<file path="src/rtl/div_fsm.sv">
// Sequential unsigned divider by repeated subtraction. A controller FSM
// drives the R/B/Q register datapath; operands arrive one after another on data_in.
module div_fsm #(
  parameter int WIDTH = 16
) (
  input  logic             clk,
  input  logic             rst_n,
  input  logic             start,
  input  logic [WIDTH-1:0] data_in,
  output logic [WIDTH-1:0] quotient,
  output logic [WIDTH-1:0] remainder,
  output logic             done,
  output logic             busy,
  output logic             div_by_zero
);

  typedef enum logic [2:0] {
    IDLE   = 3'd0,
    LOAD_A = 3'd1,
    LOAD_B = 3'd2,
    CHECK  = 3'd3,
    SUB    = 3'd4,
    DONE   = 3'd5
  } state_t;

  state_t           state;
  state_t           next_state;
  logic [WIDTH-1:0] r_reg;
  logic [WIDTH-1:0] b_reg;
  logic [WIDTH-1:0] q_reg;
  logic             dz_reg;
  logic             r_ge_b;

  assign r_ge_b = (r_reg >= b_reg);

  always_ff @(posedge clk or negedge rst_n) begin
    if (!rst_n) begin
      state <= IDLE;
    end else begin
      state <= next_state;
    end
  end

  // start is only looked at in IDLE and DONE; DONE waits for it to drop.
  always_comb begin
    next_state = state;
    case (state)
      IDLE:    if (start) next_state = LOAD_A;
      LOAD_A:  next_state = LOAD_B;
      LOAD_B:  next_state = CHECK;
      CHECK:   next_state = (b_reg == '0) ? DONE : SUB;
      SUB:     if (!r_ge_b) next_state = DONE;
      DONE:    if (!start) next_state = IDLE;
      default: next_state = IDLE;
    endcase
  end

  // Subtraction is guarded by R>=B, so R cannot underflow.
  always_ff @(posedge clk or negedge rst_n) begin
    if (!rst_n) begin
      r_reg  <= '0;
      b_reg  <= '0;
      q_reg  <= '0;
      dz_reg <= 1'b0;
    end else begin
      case (state)
        LOAD_A: begin
          r_reg  <= data_in;
          q_reg  <= '0;
          dz_reg <= 1'b0;
        end
        LOAD_B: b_reg <= data_in;
        CHECK: begin
          if (b_reg == '0) begin
            q_reg  <= '1;
            dz_reg <= 1'b1;
          end
        end
        SUB: begin
          if (r_ge_b) begin
            r_reg <= r_reg - b_reg;
            q_reg <= q_reg + WIDTH'(1);
          end
        end
        default: ;
      endcase
    end
  end

  always_comb begin
    done        = (state == DONE);
    busy        = (state == LOAD_A) || (state == LOAD_B) ||
                  (state == CHECK)  || (state == SUB);
    quotient    = q_reg;
    remainder   = r_reg;
    div_by_zero = dz_reg;
  end

endmodule
</file>
<file path="config.mk">
export PLATFORM = sky130hd
export DESIGN_NAME = div_fsm
export DESIGN_NICKNAME = d
export VERILOG_FILES = /design/src/rtl/div_fsm.sv
export SDC_FILE = /design/constraint.sdc
export NUM_CORES = 1
export LEC_CHECK = 0
export ABC_AREA = 0
export CORE_MARGIN = 1
export CORE_UTILIZATION = 50
export CTS_BUF_LIST = sky130_fd_sc_hd__clkbuf_8
export DETAILED_ROUTE_END_ITERATION = 8
export PLACE_DENSITY_LB_ADDON = 0.2
export SLEW_MARGIN = 10
export SYNTH_ARGS = -nofsm -noshare
export SYNTH_HDL_FRONTEND = slang
export SYNTH_SLANG_ARGS = --single-unit
</file>
<file path="constraint.sdc">
create_clock -name clk -period 7.1 [get_ports clk]
set_input_delay 1.42 -clock clk [delete_from_list [all_inputs] [get_ports clk]]
set_output_delay 1.42 -clock clk [all_outputs]
set_load 0.005 [all_outputs]
</file>
==> impl_metrics.py <==
metrics = {
    "place": {
        "port-buffer-count": 53,
        "finalWeightedCongestion": 0.978,
        "dp_hpwl_um": 6130,
        "preCtsSetupSlack_ns": 3.95,
    },
    "cts": {
        "cts_made_buffers": 5,
        "clk-insertion-delay-late_ns": 0.30,
        "cts_htree_levels": 2,
        "postCtsHoldBufs": 0,
        "ctsRootBufferMaster": "clkbuf_8",
        "clkSinkCount": 52,
        "clkSlewWorstSetupHoldPaths_ns": 0.10,
        "post_cts_resized": 0,
        "postCtsSetupBuffers": 0,
        "cts_tree": "done",
        "cts_max_path_buffers": 2,
    },
    "synthesis": {
        "synth_top_family_by_area": "compound AO/OA/AOI/OAI gates",
        "synthesis.area_um2": 3680,
        "synthArstFlopShare_pct": 100,
        "synth_xor_area_share_pct": 2.14,
        "ys.warnings.count": 0,
        "ys_seq_area_share_pct": 35.3,
        "synth.area.mux_share_pct": 5.84,
        "synth_flop_cell": "dfrtp_1",
        "synth.distinct_cells": 68,
        "synthAdderAreaFrac_pct": 6.32,
        "synth_compound_area_share_pct": 24.8,
        "synthCells": 416,
        "yosysTopAreaCell": "dfrtp_1",
        "syn_area_per_cell_um2": 8.85,
        "netlist_top_cells_area": "dfrtp_1, o21ai_0, ha_1",
        "synth_seq_cells": 52,
        "synth_nets": 453,
        "synth_top_area_share_pct": 35.3,
        "yosys.area_share.simple_pct": 19.2,
        "synth_edf_count": 0,
    },
    "power_and_ir_drop": {
        "p_switching_mw": 1.07,
        "intPower_mw": 1.18,
        "switching_share_pct": 47.7,
        "clockPowerShare_pct": 7.7,
        "power_leakage_nw": 1.80,
        "p_seq_share_pct": 24.2,
        "vdd_drop_max_v": 0.000284,
        "combPwrFrac_pct": 68.1,
        "p_total_mw": 2.25,
        "power_density_nw_per_um2": 523,
    },
    "critical_path": {
        "worst_ep_arrival_time_ns": 3.38,
        "critPathKind": "reg -> reg",
        "critPathRequiredTime_ns": 7.30,
        "cp_max_fo": 12,
        "endpoint_kind": "flop",
        "r2r_slack_ns": 3.92,
        "cp-start-kind": "flop",
        "reg2reg_depth": 7,
    },
    "finish": {
        "final_nets": 490,
        "drive_above_1_share_pct": 9.03,
        "fill_cells": 613,
        "syn_to_final_growth_pct": 16.6,
        "finish.utilization_pct": 61.9,
        "diodes": 0,
    },
    "hold_path": {
        "hp-class": "reg -> reg",
        "holdPathStages": 2,
    },
    "die": {
        "fp.dieH_um": 87.8,
        "rows": 30,
        "core_area_um2": 6940,
        "initial_core_util_pct": 53.0,
        "die_width_um": 87.8,
        "ioPinCount": 54,
        "dieArea_um2": 7710,
    },
    "global_route": {
        "grt_overflow": 0,
        "grt_pass1_vias": 2962,
        "track_usage_pct": 24.0,
        "grt_pass1_wl_um": 14600,
        "antenna_found_initial": 0,
        "grt_max_degree": 57,
    },
    "sta": {
        "min_period_ns": 3.18,
        "relSlewSlack_pct": 34.9,
        "rsz0062_at_grt": "false",
        "setup_violations": 0,
        "hold_violations": 0,
        "worst_pin_slew_ns": 0.976,
        "setup_tns_ns": 0,
        "fin_ws_ns": 3.92,
        "skew_ns": 0.00718,
        "fmax_mhz": 314,
        "drv_slew": 0,
        "finalCritPeriodShare_pct": 44.8,
    },
    "route": {
        "post-route-drc-count": 0,
        "drtPass1Iterations": 4,
        "final_antenna_net_count": 0,
        "viasPerCell": 5.90,
        "first_iter_violations": 212,
        "routed-via-count": 3243,
        "finalWirelength_um": 8740,
        "wl_per_cell_um": 15.9,
    },
    "flow_run": {
        "maxCapViolCount": 0,
    },
    "outcome": {
        "status": "completed",
    },
}
Yosys cell counts, drive strengths merged (2+ instances only):
library cell,n
nand3,10
xor2,6
xnor2,3
a2bb2oi,3
or3,3
or4,2
nand4,8
o31ai,5
o22ai,5
a211o,2
or2,2
inv,22
clkbuf,10
a22o,2
nand2b,5
nor2,34
o21ai,51
buf,16
dfrtp,52
o311ai,2
nor3,8
ha,17
mux2i,2
a31oi,7
and4,3
o2111ai,3
o21a,5
a41oi,4
a21oi,27
mux2,14
nand2,42
a21o,5
a21boi,2
and3,7
nor3b,3
o41ai,3
o211ai,3
nor4,6
metrics by stage:
| stage | hold slack (ns) | area (um^2) | instances |
|---|---|---|---|
| after floorplan | 0.501 | 3680 | 416 |
| after global placement | 0.522 | 4210 | 542 |
| after detailed placement | 0.520 | 4210 | 542 |
| after CTS | 0.546 | 4300 | 550 |
| after global routing | 0.570 | 4300 | 550 |
| final | 0.538 | 4300 | 550 |
cell families (layout without fill, tap and decap cells):
family | count (synthesis) | in the layout
AOI/OAI and AO/OA | 136 | 136
xor gates and xnor gates | 9 | 9
adders and majority gates | 18 | 18
buffers and inverters | 48 | 86
DFF | 52 | 52
muxes | 16 | 16
and+or+nand+nor | 137 | 137
per-layer routing:
metal	part of all wire, %	track usage (%)	wire length, um
met5	0	0	0
met4	0.72	5.51	63
met3	4.8	2.83	421
met2	45	36.4	3930
met1	49	36.6	4320
critical path, cell delays in order (launching register included):
cell     delay [ns]
dfrtp_1        0.41
ha_1           0.51
nand4_2        0.20
or3_4          0.41
o22ai_4        0.22
nor3_4         0.10
nor2_2         0.79
mux2_2         0.42
area by class of cell:
type                            instances  area, um^2  area share, %
Clock inverter                          3        20.0          0.466
Clock buffer                            5        68.8           1.60
Tap cell                               96         120           2.80
Sequential cell                        52        1300           30.3
Timing Repair Buffer                   56         548           12.8
Inverter                               22        82.6           1.92
Multi-Input combinational cell        316        2150           50.2
placed cells by master, fill, tap and decap left out, types with 6 or more instances in the layout:
cell type and instances:
clkdlybuf4s50_1 52, dfrtp_1 52, nand4_1 6, a21oi_1 26, nand3_1 10, xor2_1 6, and3_1 7, a31oi_1 7
nor2_1 33, o21ai_0 49, nand2_1 41, ha_1 17, mux2_4 10, nor4_1 6, inv_1 23, nor3_1 7
path summary, 6_finish.rpt:
| check | start | to |
|---|---|---|
| max | remainder[9] | remainder[2] |
| min | div_by_zero | div_by_zero |
| max reg2reg | remainder[9] | remainder[2] |
| min reg2reg | div_by_zero | div_by_zero |
| max in group asynchronous | rst_n | remainder[7] |
| min in group asynchronous | rst_n | remainder[6] |
power groups by stage:
stage / clock network, mW / registers (mW) / logic, mW
final: 0.173 / 0.544 / 1.53
after global routing: 0.190 / 0.562 / 1.69
after CTS: 0.177 / 0.544 / 1.53
after detailed placement: 0 / 0.550 / 1.51
after global placement: 0 / 0.540 / 1.49
after floorplan: 0 / 0.511 / 1.18
No activity file was read; power rests on OpenSTA's default activity.
